<file path="config.mk">
export PLATFORM = sky130hd
export DESIGN_NAME = frame_accumulator
export DESIGN_NICKNAME = d
export VERILOG_FILES = /design/src/rtl/frame_acc_pkg.sv /design/src/rtl/frame_acc_sat.sv /design/src/rtl/frame_accumulator.sv
export SDC_FILE = /design/constraint.sdc
export NUM_CORES = 1
export LEC_CHECK = 0
export ABC_AREA = 1
export BUFFER_PORTS_ARGS = -buffer_cell sky130_fd_sc_hd__buf_2
export CORE_ASPECT_RATIO = 0.5
export CORE_MARGIN = 10
export CORE_UTILIZATION = 60
export DETAILED_ROUTE_END_ITERATION = 8
export PLACE_DENSITY = 0.93
export SLEW_MARGIN = 40
export SYNTH_ARGS = -nofsm -noshare
export SYNTH_HDL_FRONTEND = slang
export SYNTH_SLANG_ARGS = --single-unit
</file>
<file path="constraint.sdc">
create_clock -name i_clk -period 3.3 [get_ports i_clk]
set_input_delay 0 -clock i_clk [delete_from_list [all_inputs] [get_ports i_clk]]
set_output_delay 0 -clock i_clk [all_outputs]
set_load 0.005 [all_outputs]
</file>
<file path="src/rtl/frame_acc_pkg.sv">
// Shared definitions for the frame accumulator: FSM state encoding,
// default geometry and the 32-bit saturation value.
package frame_acc_pkg;

  typedef enum logic {
    ACCUM  = 1'b0,
    OUTPUT = 1'b1
  } acc_state_e;

  localparam int FRAME_LEN_DEF = 256;
  localparam int ACC_W_DEF     = 48;

  localparam logic [31:0] SAT_ONES = 32'hFFFF_FFFF;

endpackage

</file>
<file path="src/rtl/frame_acc_sat.sv">
// Narrows the wide frame sum to the 32-bit result.
// FRAME_ACC_SATURATE_EN defined   : sums above 0xFFFF_FFFF clip to all-ones, o_sat=1.
// FRAME_ACC_SATURATE_EN undefined : plain truncation to sum[31:0], o_sat=0.
module frame_acc_sat
  import frame_acc_pkg::*;
#(
  parameter int ACC_W = ACC_W_DEF
) (
  input  logic [ACC_W-1:0] sum,
  output logic [31:0]      data,
  output logic             sat
);

`ifdef FRAME_ACC_SATURATE_EN
  // Clip when any bit above the 32-bit result range is set
  always_comb begin
    data = sum[31:0];
    sat  = 1'b0;
    if (|sum[ACC_W-1:32]) begin
      data = SAT_ONES;
      sat  = 1'b1;
    end
  end
`else
  // Upper bits are intentionally dropped: the result wraps
  logic unused_upper;
  assign unused_upper = ^sum[ACC_W-1:32];
  assign data = sum[31:0];
  assign sat  = 1'b0;
`endif

endmodule

</file>
<file path="src/rtl/frame_accumulator.sv">
// Sums FRAME_LEN unsigned 32-bit beats into one result and hands it
// downstream with a valid/ready handshake. The upstream is stalled while a
// result is pending. Result clipping is enabled by FRAME_ACC_SATURATE_EN
// (see frame_acc_sat).
//
// state  | meaning
// -------+------------------------------------------------------------
// ACCUM  | accepting beats (o_data_ready=1), summing into acc
// OUTPUT | result held on o_data until downstream takes it
module frame_accumulator
  import frame_acc_pkg::*;
#(
  parameter int FRAME_LEN = FRAME_LEN_DEF,
  parameter int ACC_W     = ACC_W_DEF
) (
  input  logic        i_clk,
  input  logic        i_rst,
  input  logic [31:0] i_data,
  input  logic        i_data_valid,
  output logic        o_data_ready,
  input  logic        i_clear,
  output logic [31:0] o_data,
  output logic        o_data_valid,
  input  logic        i_data_ready,
  output logic        o_sat
);

  localparam int CNT_W = $clog2(FRAME_LEN);

  acc_state_e        state;
  logic [ACC_W-1:0]  acc;
  logic [CNT_W-1:0]  cnt;
  logic [ACC_W-1:0]  sum;
  logic              last_beat;
  logic [31:0]       res_data;
  logic              res_sat;

  // Final sum includes the beat transferring this cycle
  assign sum       = acc + ACC_W'(i_data);
  assign last_beat = (cnt == CNT_W'(FRAME_LEN - 1));

  // Ready only while collecting beats; held low throughout reset
  assign o_data_ready = (state == ACCUM) && !i_rst;

  frame_acc_sat #(
    .ACC_W(ACC_W)
  ) u_sat (
    .sum (sum),
    .data(res_data),
    .sat (res_sat)
  );

  // Frame FSM: accumulate beats, latch the result, hold it for the handshake
  always_ff @(posedge i_clk or posedge i_rst) begin
    if (i_rst) begin
      state        <= ACCUM;
      acc          <= '0;
      cnt          <= '0;
      o_data       <= '0;
      o_data_valid <= 1'b0;
      o_sat        <= 1'b0;
    end else begin
      case (state)
        ACCUM: begin
          if (i_clear) begin
            acc <= '0;
            cnt <= '0;
          end else if (i_data_valid) begin
            if (last_beat) begin
              acc          <= '0;
              cnt          <= '0;
              o_data       <= res_data;
              o_sat        <= res_sat;
              o_data_valid <= 1'b1;
              state        <= OUTPUT;
            end else begin
              acc <= sum;
              cnt <= cnt + CNT_W'(1);
            end
          end
        end
        OUTPUT: begin
          if (i_data_ready) begin
            o_data_valid <= 1'b0;
            state        <= ACCUM;
          end
        end
        default: state <= ACCUM;
      endcase
    end
  end

endmodule

</file>
==> reports/results.ini <==
[setup_path]
reg2reg_to = o_data[8]
cp-end-kind = flip-flop
r2r_start = cnt[0]
worstRegToRegCells = 10
r2r_slack_ns = 0.78
cp.required_ns = 3.50
critPathMaxFanout = 48
critPathKind = reg -> reg
crit_path_start_kind = flip-flop
crit_path_start = cnt[0]
arrival_ns = 2.72

[timing]
slew_violations = 0
setup_slack_ns = 0.781
fin_skew_ns = 0.00476
tns_ns = 0
fin_crit_sh_pct = 76.3
hold_viol_final = 0
setup_viol = 0
maxSlewHeadroom_pct = 56.3
fmax_mhz = 397
rsz0062_at_grt = no
tightest_slew_ns = 0.655
holdWs_ns = 0.0518
finalCriticalPeriod_ns = 2.52

[placed_design]
post-place-ws_ns = 1.13
place_hpwl_microns = 11000
port_buffers = 70
place_congestion = 0.983
dpl.cell_count = 974

[clock_tree]
holdBufCountCts = 3
htree_levels = 3
cts_sinks = 74
cts_resized = 0
cts_tree = done
clockBufferDepth = 2
clk_latency_ns = 0.35
clk_pin_slew_worst_paths_ns = 0.06
cts-buffers-inserted = 9
post-cts-setup-buffers = 0
clk_root_buffer_cell = clkbuf_16

[drt]
drt_iter0_drc = 596
vias_per_cell = 5.34
vias = 5304
finalWirelength_microns = 14600
final_antenna_net_count = 0
first_pass_iters = 5
wl_per_cell_microns = 14.7
drcViolationCount = 0

[global_route]
grt_pass1_wl_microns = 24300
met2_usage_pct = 37.3
grt_max_degree = 49
met3_usage_pct = 4.98
overflow = 0
top_usage_layer = met2
grt_pass1_vias = 5315
grt_antenna_before_repair = 0
use_met1_pct = 27.8
grt_util_all_layers_pct = 22.2

[run]
maxCapViolCount = 0

[floorplanning]
core-area_sq_mm = 0.00826
dieHeight_microns = 86.1
die_x_microns = 152
initial_utilization_pct = 63.4
io_pins = 72
dieArea_sq_mm = 0.0131
fp-row-count = 23

[layout]
fin_nets = 946
drive_gt1_share_pct = 11.2
syn2layout_area_growth_pct = 15.2
layout_common_cells = 342 x nand2_1, 125 x inv_1, 74 x dfrtp_1
instances_no_fill = 993
layout_commonest_cell = nand2_1
antennaDiodeCount = 0

[synth]
async_reset_ff_share_pct = 100
synth_edf_count = 0
synth.cell_area_sq_mm = 0.00524
synth_area_leader_cell = dfrtp_1
synth_cell_type_count = 31
synth_seq_cells = 74
synth.area.top_cells = dfrtp_1 35%, nand2_1 25%, inv_1 9.0%
synthFlopType = dfrtp_1
ys_seq_area_share_pct = 35.3
synthesis.nets = 872
synth_top_area_share_pct = 35.3
synth.avg_cell_area_sq_um = 6.53
synthCells = 802
yosysWarnings = 0

[hold_path]
holdPathStages = 5
holdPathEnd = cnt[1]
hp-start = i_data_valid
hp-class = in -> reg

[status]
run_status = finished clean

[pwr]
power_w = 0.00306
vdd_drop_max_mv = 0.291
p_per_area_mw_per_mm2 = 508
p_leak_nw = 3.68

[cell type report]
| cell class | count | area (sq um) |
|---|---|---|
| multi-input cells | 585 | 2820 |
| fillers | 661 | 2220 |
| flip-flops and latches | 74 | 1850 |
| inverters | 130 | 492 |
| repair buffers | 76 | 403 |
| clock buffers | 10 | 239 |
| well taps | 112 | 140 |
| clock inverters | 6 | 95.1 |
[metrics by stage]
| stage | utilization [%] | cell area (sq um) |
|---|---|---|
| global route | 73.1 | 6040 |
| CTS | 73.1 | 6040 |
| detailed placement | 68.7 | 5670 |
| global placement | 68.6 | 5670 |
| finish | 73.1 | 6040 |
| floorplan | - | 5240 |
[flip-flops by register name (all words and copies together), names as in the netlist]
signal	cells
acc	32
cnt	8
o_data	32
o_data_valid	1
state	1
[worst max-delay path, cell delays in order (launching register included)]
cell and delay, ns:
dfrtp_1 0.36, ha_1 0.19, nand2_1 0.11, nor2_4 0.12
nand2_2 0.07, nor2_4 0.10, nand2_2 0.12, nor2_8 0.32
clkinv_2 0.59, nand2_1 0.22, o21ai_0 0.12
[cells by family (layout without fill, tap and decap cells)]
family / count (synthesis) / count (layout) / synth area share [%]
other: 1 / 1 / 0.0716
adders and majority gates: 33 / 33 / 8.02
buffers and inverters: 143 / 222 / 10.9
DFF: 74 / 74 / 35.3
and+or+nand+nor: 470 / 470 / 36.6
xor gates and xnor gates: 15 / 15 / 2.51
AOI/OAI and AO/OA: 66 / 66 / 6.57
[cell usage after synthesis, types with 2 or more instances]
library cell,number
dfrtp_1,74
xnor2_1,13
nand3b_1,4
buf_6,3
nand4_1,5
inv_1,126
xor2_1,2
nand2_1,342
nand2_2,2
o21ai_1,8
ha_1,32
nor3_1,4
inv_2,3
buf_2,5
clkbuf_1,2
a21oi_1,28
nor2_4,2
o21ai_0,24
nand3_1,65
o21bai_1,4
nor2_1,44
[where the power goes]
part / switching [W] / internal, W / total (W) / leakage, nW
Combinational: 0.000621 / 0.000305 / 0.000925 / 2.51
Clock: 0.000426 / 0.000692 / 0.00112 / 0.164
Sequential: 0.0000456 / 0.000976 / 0.00102 / 1.01
Total: 0.00109 / 0.00197 / 0.00306 / 3.68
[worst max-delay path by stage]
| stage | to | cells past startpoint |
|---|---|---|
| finish | o_data[8] | 10 |
| global route | o_data[8] | 9 |
| CTS | o_data[8] | 10 |
| detailed placement | o_data[14] | 10 |
| global placement | o_data[8] | 10 |
| floorplan | acc[0] | 1 |
[layer usage]
layer	share of wire, %	routed length [microns]
met1	45	6520
met2	46	6680
met3	7.8	1130
met4	1.8	256
met5	0	0
Note: power is estimated with default switching activity, not from simulation.
